$ cat src/rtl/dnn_result_uart_tx.sv
// Captures DNN final-layer results after a warm-up strobe count, queues them in a FIFO
// and ships each result as two UART 8N1 bytes (upper byte first).
module dnn_result_uart_tx #(
    parameter int RESULT_W     = 10,
    parameter int SKIP_COUNT   = 12344,
    parameter int FIFO_DEPTH   = 256,
    parameter int CLKS_PER_BIT = 174
) (
    input  logic                clk_20,
    input  logic                rstn,
    input  logic                dnn_rst,
    input  logic                cycle_clk,
    input  logic [RESULT_W-1:0] act_in,
    output logic                uart_tx,
    output logic                tx_busy,
    output logic                fifo_empty,
    output logic                overflow,
    output logic [15:0]         output_count,
    output logic [15:0]         captured_count
);

    localparam int AW = $clog2(FIFO_DEPTH);
    localparam int BW = (CLKS_PER_BIT > 1) ? $clog2(CLKS_PER_BIT) : 1;
    localparam logic [16:0]   SKIP_L    = 17'(SKIP_COUNT);
    localparam logic [BW-1:0] BAUD_LAST = BW'(CLKS_PER_BIT - 1);

    typedef enum logic [2:0] {IDLE, LOAD, START, DATA, STOP} state_t;

    logic [RESULT_W-1:0] mem [FIFO_DEPTH];
    logic [RESULT_W-1:0] dout_reg;
    logic [AW:0]         wr_ptr_reg, rd_ptr_reg;
    logic                fifo_empty_reg, overflow_reg;
    logic [15:0]         output_count_reg, captured_count_reg;
    logic                fifo_full, capture_en, wr_en, drop, rd_en;

    state_t        state_reg, state_next;
    logic [BW-1:0] baud_reg, baud_next;
    logic [2:0]    bit_reg, bit_next;
    logic          byte_sel_reg, byte_sel_next;
    logic [15:0]   word_reg, word_next;
    logic [7:0]    tx_byte_next;
    logic          uart_tx_reg, tx_next, baud_done;

    // Extra pointer MSB distinguishes full from empty when the low bits match.
    assign fifo_full  = (wr_ptr_reg[AW] != rd_ptr_reg[AW]) &&
                        (wr_ptr_reg[AW-1:0] == rd_ptr_reg[AW-1:0]);
    assign capture_en = cycle_clk && !dnn_rst && ({1'b0, output_count_reg} >= SKIP_L);
    assign wr_en      = capture_en && !fifo_full;
    assign drop       = capture_en && fifo_full;

    always_ff @(posedge clk_20) begin
        if (wr_en)
            mem[wr_ptr_reg[AW-1:0]] <= act_in;
        if (rd_en)
            dout_reg <= mem[rd_ptr_reg[AW-1:0]];
    end

    always_ff @(posedge clk_20 or negedge rstn) begin
        if (!rstn) begin
            wr_ptr_reg         <= '0;
            rd_ptr_reg         <= '0;
            fifo_empty_reg     <= 1'b1;
            overflow_reg       <= 1'b0;
            output_count_reg   <= '0;
            captured_count_reg <= '0;
        end else if (dnn_rst) begin
            wr_ptr_reg         <= '0;
            rd_ptr_reg         <= '0;
            fifo_empty_reg     <= 1'b1;
            overflow_reg       <= 1'b0;
            output_count_reg   <= '0;
            captured_count_reg <= '0;
        end else begin
            if (cycle_clk && output_count_reg != 16'hFFFF)
                output_count_reg <= output_count_reg + 16'd1;
            if (wr_en) begin
                wr_ptr_reg <= wr_ptr_reg + 1'b1;
                if (captured_count_reg != 16'hFFFF)
                    captured_count_reg <= captured_count_reg + 16'd1;
            end
            if (drop)
                overflow_reg <= 1'b1;
            if (rd_en)
                rd_ptr_reg <= rd_ptr_reg + 1'b1;
            // Flag lags the pointers by one edge, giving the write-to-start latency of 3.
            fifo_empty_reg <= (wr_ptr_reg == rd_ptr_reg);
        end
    end

    assign baud_done = (baud_reg == BAUD_LAST);

    always_comb begin
        state_next    = state_reg;
        baud_next     = '0;
        bit_next      = bit_reg;
        byte_sel_next = byte_sel_reg;
        word_next     = word_reg;
        rd_en         = 1'b0;
        tx_next       = 1'b1;
        case (state_reg)
            IDLE: begin
                // No pop while clearing: the read would target a pointer being reset.
                if (!fifo_empty_reg && !dnn_rst) begin
                    rd_en         = 1'b1;
                    byte_sel_next = 1'b0;
                    state_next    = LOAD;
                end
            end
            LOAD: begin
                word_next  = 16'(dout_reg);
                bit_next   = '0;
                state_next = START;
            end
            START: begin
                if (baud_done) state_next = DATA;
                else           baud_next  = baud_reg + BW'(1);
            end
            DATA: begin
                if (baud_done) begin
                    if (bit_reg == 3'd7) state_next = STOP;
                    else                 bit_next   = bit_reg + 3'd1;
                end else begin
                    baud_next = baud_reg + BW'(1);
                end
            end
            STOP: begin
                if (baud_done) begin
                    if (!byte_sel_reg) begin
                        byte_sel_next = 1'b1;
                        bit_next      = '0;
                        state_next    = START;
                    end else begin
                        state_next = IDLE;
                    end
                end else begin
                    baud_next = baud_reg + BW'(1);
                end
            end
            default: state_next = IDLE;
        endcase
        tx_byte_next = byte_sel_next ? word_next[7:0] : word_next[15:8];
        case (state_next)
            START:   tx_next = 1'b0;
            DATA:    tx_next = tx_byte_next[bit_next];
            default: tx_next = 1'b1;
        endcase
    end

    always_ff @(posedge clk_20 or negedge rstn) begin
        if (!rstn) begin
            state_reg    <= IDLE;
            baud_reg     <= '0;
            bit_reg      <= '0;
            byte_sel_reg <= 1'b0;
            word_reg     <= '0;
            uart_tx_reg  <= 1'b1;
        end else begin
            state_reg    <= state_next;
            baud_reg     <= baud_next;
            bit_reg      <= bit_next;
            byte_sel_reg <= byte_sel_next;
            word_reg     <= word_next;
            uart_tx_reg  <= tx_next;
        end
    end

    assign uart_tx        = uart_tx_reg;
    assign tx_busy        = (state_reg != IDLE);
    assign fifo_empty     = fifo_empty_reg;
    assign overflow       = overflow_reg;
    assign output_count   = output_count_reg;
    assign captured_count = captured_count_reg;

endmodule

$ cat config.mk
export PLATFORM = sky130hd
export DESIGN_NAME = dnn_result_uart_tx
export DESIGN_NICKNAME = d
export VERILOG_FILES = /design/src/rtl/dnn_result_uart_tx.sv
export SDC_FILE = /design/constraint.sdc
export NUM_CORES = 2
export LEC_CHECK = 0
export CELL_PAD_IN_SITES_DETAIL_PLACEMENT = 0
export CELL_PAD_IN_SITES_GLOBAL_PLACEMENT = 1
export CORE_ASPECT_RATIO = 1.25
export CORE_MARGIN = 2
export CORE_UTILIZATION = 45
export CTS_CLUSTER_SIZE = 30
export DETAILED_ROUTE_END_ITERATION = 16
export GPL_TIMING_DRIVEN = 1
export PLACE_DENSITY_LB_ADDON = 0.08
export SKIP_LAST_GASP = 1
export SYNTH_ARGS = -nofsm -noshare
export SYNTH_HDL_FRONTEND = slang
export SYNTH_SLANG_ARGS = --single-unit
$ cat constraint.sdc
create_clock -name clk_20 -period 2.8 [get_ports clk_20]
set_clock_uncertainty 0.2 [all_clocks]
set_input_delay 0.56 -clock clk_20 [delete_from_list [all_inputs] [get_ports clk_20]]
set_output_delay 0.56 -clock clk_20 [all_outputs]
set_load 0.05 [all_outputs]
==> impl_table.tex <==
\begin{tabular}{lr}
\hline
Metric & Value \\
\hline
\multicolumn{2}{l}{\textbf{Status}} \\
\quad Run status & finished with violations \\
\quad Failing checks & negative setup slack \\
\multicolumn{2}{l}{\textbf{Logic synthesis}} \\
\quad Number of distinct library cells after synthesis & 72 \\
\quad Multiplexer fraction of the synthesized cell area & 16.26\% \\
\quad Syn Area/Cell & between 20 and 25 um\^{}2 \\
\quad Nets in the synthesized netlist & slightly below 5,000 \\
\quad Post-synthesis cell type with the largest combined area & sky130\_fd\_sc\_hd\_\_edfxtp\_1 \\
\quad Most common flop cell mapped by yosys & sky130\_fd\_sc\_hd\_\_edfxtp\_1 \\
\quad Flip-flop and latch count after synthesis & approximately 2,700 \\
\quad Number of cells produced by synthesis & 4,870 \\
\quad Parity-gate share of the synthesized area counting xor and xnor cells & less than 1\% \\
\quad Seq/Total Area, Yosys & around three quarters \\
\quad Combinational family with the most area after synthesis & multiplexers \\
\quad Asr flop ratio synth & around 3.2\% \\
\quad Simple-gate share of the synthesized area & 2.709\% \\
\quad Fraction of synthesized cell area taken by the top area cell type & roughly three quarters \\
\quad Post-synthesis cell area & between 0.1 and 0.15 mm\^{}2 \\
\quad Leading post-synthesis cells by cell area & sky130\_fd\_sc\_hd\_\_edfxtp\_1 75\%, sky130\_fd\_sc\_hd\_\_mux4\_2 14\%, sky130\_fd\_sc\_hd\_\_mux2i\_1 2.0\% \\
\quad Adder and majority gate portion of the synthesized area & 0.1330\% \\
\quad Total number of yosys warnings & 0 \\
\quad Count of flip-flops with a built-in enable after synthesis & about 2,600 \\
\quad Share of the synthesized area in compound gates (AO/OA/AOI/OAI) & approximately 2.3\% \\
\multicolumn{2}{l}{\textbf{Setup path}} \\
\quad Delay of the slowest cell on the worst path & 0.56 ns \\
\quad Startpoint Class & register \\
\quad Start point of the critical path & rd\_ptr\_reg[1] \\
\quad Worst Path Arrival & around 4.0 ns \\
\quad Cell count of the worst reg-to-reg path & 8 \\
\quad Worst endpoint required time & $\sim$3.2 ns \\
\quad Critical Setup Path Class & reg -> reg \\
\quad Cell-by-cell trace of the critical path & buf\_12, buf\_16, mux4\_2, mux4\_2, a22o\_4, o21ai\_4, o21ai\_1, or3\_1 \\
\quad Type of element capturing the critical path & register \\
\quad Setup slack of the most critical reg-to-reg path & -0.77 ns \\
\quad Critical Path Most Common Cell & sky130\_fd\_sc\_hd\_\_mux4\_2 \\
\quad Launch point of the worst reg-to-reg path & rd\_ptr\_reg[1] \\
\quad Cell with the biggest individual delay on the critical path & sky130\_fd\_sc\_hd\_\_mux4\_2 \\
\quad Crit Path Max Fanout & 33 \\
\quad Critical Path Sink & dout\_reg[3] \\
\quad Endpoint of the lowest-slack register-to-register path & dout\_reg[3] \\
\multicolumn{2}{l}{\textbf{Flow run}} \\
\quad Number of max-cap violations & 0 \\
\multicolumn{2}{l}{\textbf{Floorplan}} \\
\quad Starting Density & 45.33\% \\
\quad Total die area & 0.2339 mm\^{}2 \\
\quad Die Y-Extent & around 540 um \\
\quad Core Area & approximately 0.23 mm\^{}2 \\
\quad Die X & $\sim$430 um \\
\quad Std cell rows & approximately 200 \\
\quad Boundary pin count & 50 \\
\multicolumn{2}{l}{\textbf{Clock network}} \\
\quad Clock sink total & between 2,000 and 3,000 \\
\quad Buffer type at the clock tree root & sky130\_fd\_sc\_hd\_\_clkbuf\_16 \\
\quad Clock tree from TritonCTS & yes \\
\quad Count of H-tree levels built during CTS & 5 \\
\quad Register clock-pin slew on the reported worst setup and hold paths & around 0.060 ns \\
\quad Maximum buffer depth of the clock tree & 4 \\
\quad Number of buffers created by CTS & approximately 280 \\
\quad Worst-Skew Late Latency & $\sim$0.86 ns \\
\multicolumn{2}{l}{\textbf{STA}} \\
\quad Final Hold Violating Endpoints & 0 \\
\quad Worst rel slew slack & a little over a third \\
\quad Fin Setup TNS & -903.17 ns \\
\quad Transition at the pin with the smallest max-transition slack & between 0.9 and 1 ns \\
\quad Upper clock frequency limit & about 0.28 GHz \\
\quad Clock period minus final worst setup slack & approximately 3.6 ns \\
\quad Final Setup Violations & around 2,600 \\
\quad Final cycle utilization of the critical path & 127.4\% \\
\quad Worst Setup Slack, final & -0.7672 ns \\
\quad Max Transition Viols Final & 0 \\
\quad Setup repair after global routing missed its margin & true \\
\multicolumn{2}{l}{\textbf{Place}} \\
\quad Post-DP HPWL & 198,000 um \\
\quad Cell area reported after detailed placement & about 0.12 mm\^{}2 \\
\quad Setup slack at placement & -1.424 ns \\
\quad Port Buffer Count & between 40 and 50 \\
\quad Number of instances in the placed design & between 8,000 and 9,000 \\
\quad Weighted congestion at the end of routability-driven global placement & between 0.8 and 0.9 \\
\multicolumn{2}{l}{\textbf{Drt}} \\
\quad Detailed-route wire length per cell & 33.05 um \\
\quad Post-route ant nets & 0 \\
\quad Iter 0 DRT Violations & 5,474 \\
\quad Number of remaining DRC errors & 0 \\
\quad TritonRoute pass-1 iters & 8 \\
\quad Final wirelength & 305,300 um \\
\quad Vias & around 54,000 \\
\quad Per-cell via count in the routed design & between 5 and 6 \\
\multicolumn{2}{l}{\textbf{Finish}} \\
\quad Area taken by multi-input logic gates & 0.02415 mm\^{}2 \\
\quad Storage cell area & approximately 0.08 mm\^{}2 \\
\quad Synthesis-to-finish area growth & 24.80\% \\
\quad Number of flip-flops under the largest register name & about 2,600 \\
\quad Non-filler cells, final & about 9,200 \\
\quad Filler cell count in the final layout & 17,120 \\
\quad Layout Cell Area excl Fill & roughly 0.13 mm\^{}2 \\
\quad Share of cells above drive strength 1 & roughly 38\% \\
\quad Nets & between 5,000 and 6,000 \\
\multicolumn{2}{l}{\textbf{Power and ir drop}} \\
\quad Leakage dissipation & around 40 nW \\
\quad Sequential Power Share & 54.3\% \\
\quad Worst IR Drop VDD & about 0.55 mV \\
\quad Gate power share & about 1.1\% \\
\quad Net switching power figure & between 15 and 20 mW \\
\quad Internal Power & between 60 and 70 mW \\
\quad Share of power burned in the clock network & $\sim$45\% \\
\quad Fraction of power spent switching nets & roughly a fifth \\
\quad Design Power & between 80 and 90 mW \\
\quad Total power per unit cell area & 620.4 mW/mm\^{}2 \\
\multicolumn{2}{l}{\textbf{Global route}} \\
\quad First-pass GRT wire length & 427,100 um \\
\quad GRT overflow & 0 \\
\quad Vias in the first global route & 55,420 \\
\quad Total global-route track usage & 26.01\% \\
\quad Initial antenna violation count & 8 \\
\quad Largest net degree at the start of global routing & 96 \\
\multicolumn{2}{l}{\textbf{Min path}} \\
\quad Class of the tightest hold or removal check & in -> reg \\
\quad Hold Crit Start & dnn\_rst \\
\hline
\end{tabular}
[metrics by stage]
stage | util [%] | hold WS [ns]
finish | 56.57 | 0.05756
global route | 56.57 | 0.05929
CTS | 56.05 | 0.03175
detailed placement | 51.78 | 0.2779
global placement | 51.78 | 0.2677
floorplan | - | 0.06441
[power by group through the flow]
stage	Sequential (mW)	Clock [mW]	Combinational, mW
finish	43.5	35.7	0.906
global route	43.5	37.8	0.969
CTS	43.5	36.4	0.920
detailed placement	44.4	0	0.908
global placement	44.4	0	0.867
floorplan	44.4	0	0.0202
[cell type report]
type,instances,share of cell area [%]
Multi-Input combinational cell,1908,18.70
Tap cell,3069,2.973
Inverter,23,0.07460
Antenna cell,3,0.005813
Timing Repair Buffer,1095,10.16
Clock inverter,129,0.8564
Clock buffer,356,5.825
Sequential cell,2654,61.41
[cells in the final DEF (no fill, tap or decap), drive strengths merged, types with 37 or more instances in the layout]
master	instances
nand3	41
mux4	648
a21oi	74
dfrtp	82
clkinv	103
mux2i	205
o22ai	39
buf	1028
nor2	343
clkdlybuf4s50	37
nand2	109
o221ai	88
edfxtp	2570
clkbuf	368
[critical path, delay by kind of cell, from the launching register on]
kind	cells	cell delay, ns
buffers and inverters	2	0.53
AO/OA/AOI/OAI	3	0.65
multiplexers	2	0.91
flip-flops	1	0.54
AND/OR/NAND/NOR	1	0.39
[worst min-delay path by stage]
stage                       end  slack, ns  depth (start not counted)
floorplan           baud_reg[0]       0.06                          0
detailed placement  baud_reg[0]       0.28                          1
global placement       overflow       0.27                          1
finish                 overflow       0.06                          4
global route        mem[113][9]       0.06                          1
CTS                 mem[121][9]       0.03                          1
[kinds of logic (layout without fill, tap and decap cells)]
group,after synthesis,count (layout)
DFF,2654,2654
muxes,869,869
and+or+nand+nor,635,635
AOI/OAI and AO/OA,341,341
buffers and inverters,308,1603
xor gates and xnor gates,52,52
adders and majority gates,11,11
other,0,3
[layer usage]
| metal | wire length, um | GRT usage [%] |
|---|---|---|
| met5 | 0 | 0 |
| met1 | 124400 | 35.54 |
| met3 | 17190 | 3.068 |
| met2 | 154100 | 44.09 |
| met4 | 9561 | 7.570 |
[what timing repair did]
item | 4_1_cts | 5_1_grt
setup buffers | 22 | 55
pin swaps | 15 | 25
gates cloned | 12 | 11
gates resized for setup | 100 | 102
setup endpoints to repair | 2629 | 2630
hold endpoints to repair | 295 | 0
hold buffers | 11 | 0
[cells in the mapped netlist (all sizes together), types with 5 or more instances]
library cell / instances
xor2: 23
dfrtp: 82
or3: 15
clkbuf: 128
edfxtp: 2570
o22ai: 39
a21oi: 74
nand2: 109
ha: 11
mux2: 16
nor2b: 21
nor3: 33
o21ai: 29
a22oi: 33
mux4: 648
inv: 22
a22o: 7
o31ai: 7
nor2: 343
xnor2: 29
mux2i: 205
o211ai: 6
and2: 10
nand4: 20
nand3: 41
o311ai: 8
a211oi: 7
o221ai: 88
a32oi: 5
a41oi: 5
nand3b: 5
and3: 6
nor3b: 5
buf: 157
nor4: 7
a31oi: 8
No activity file was read; power rests on OpenSTA's default activity.
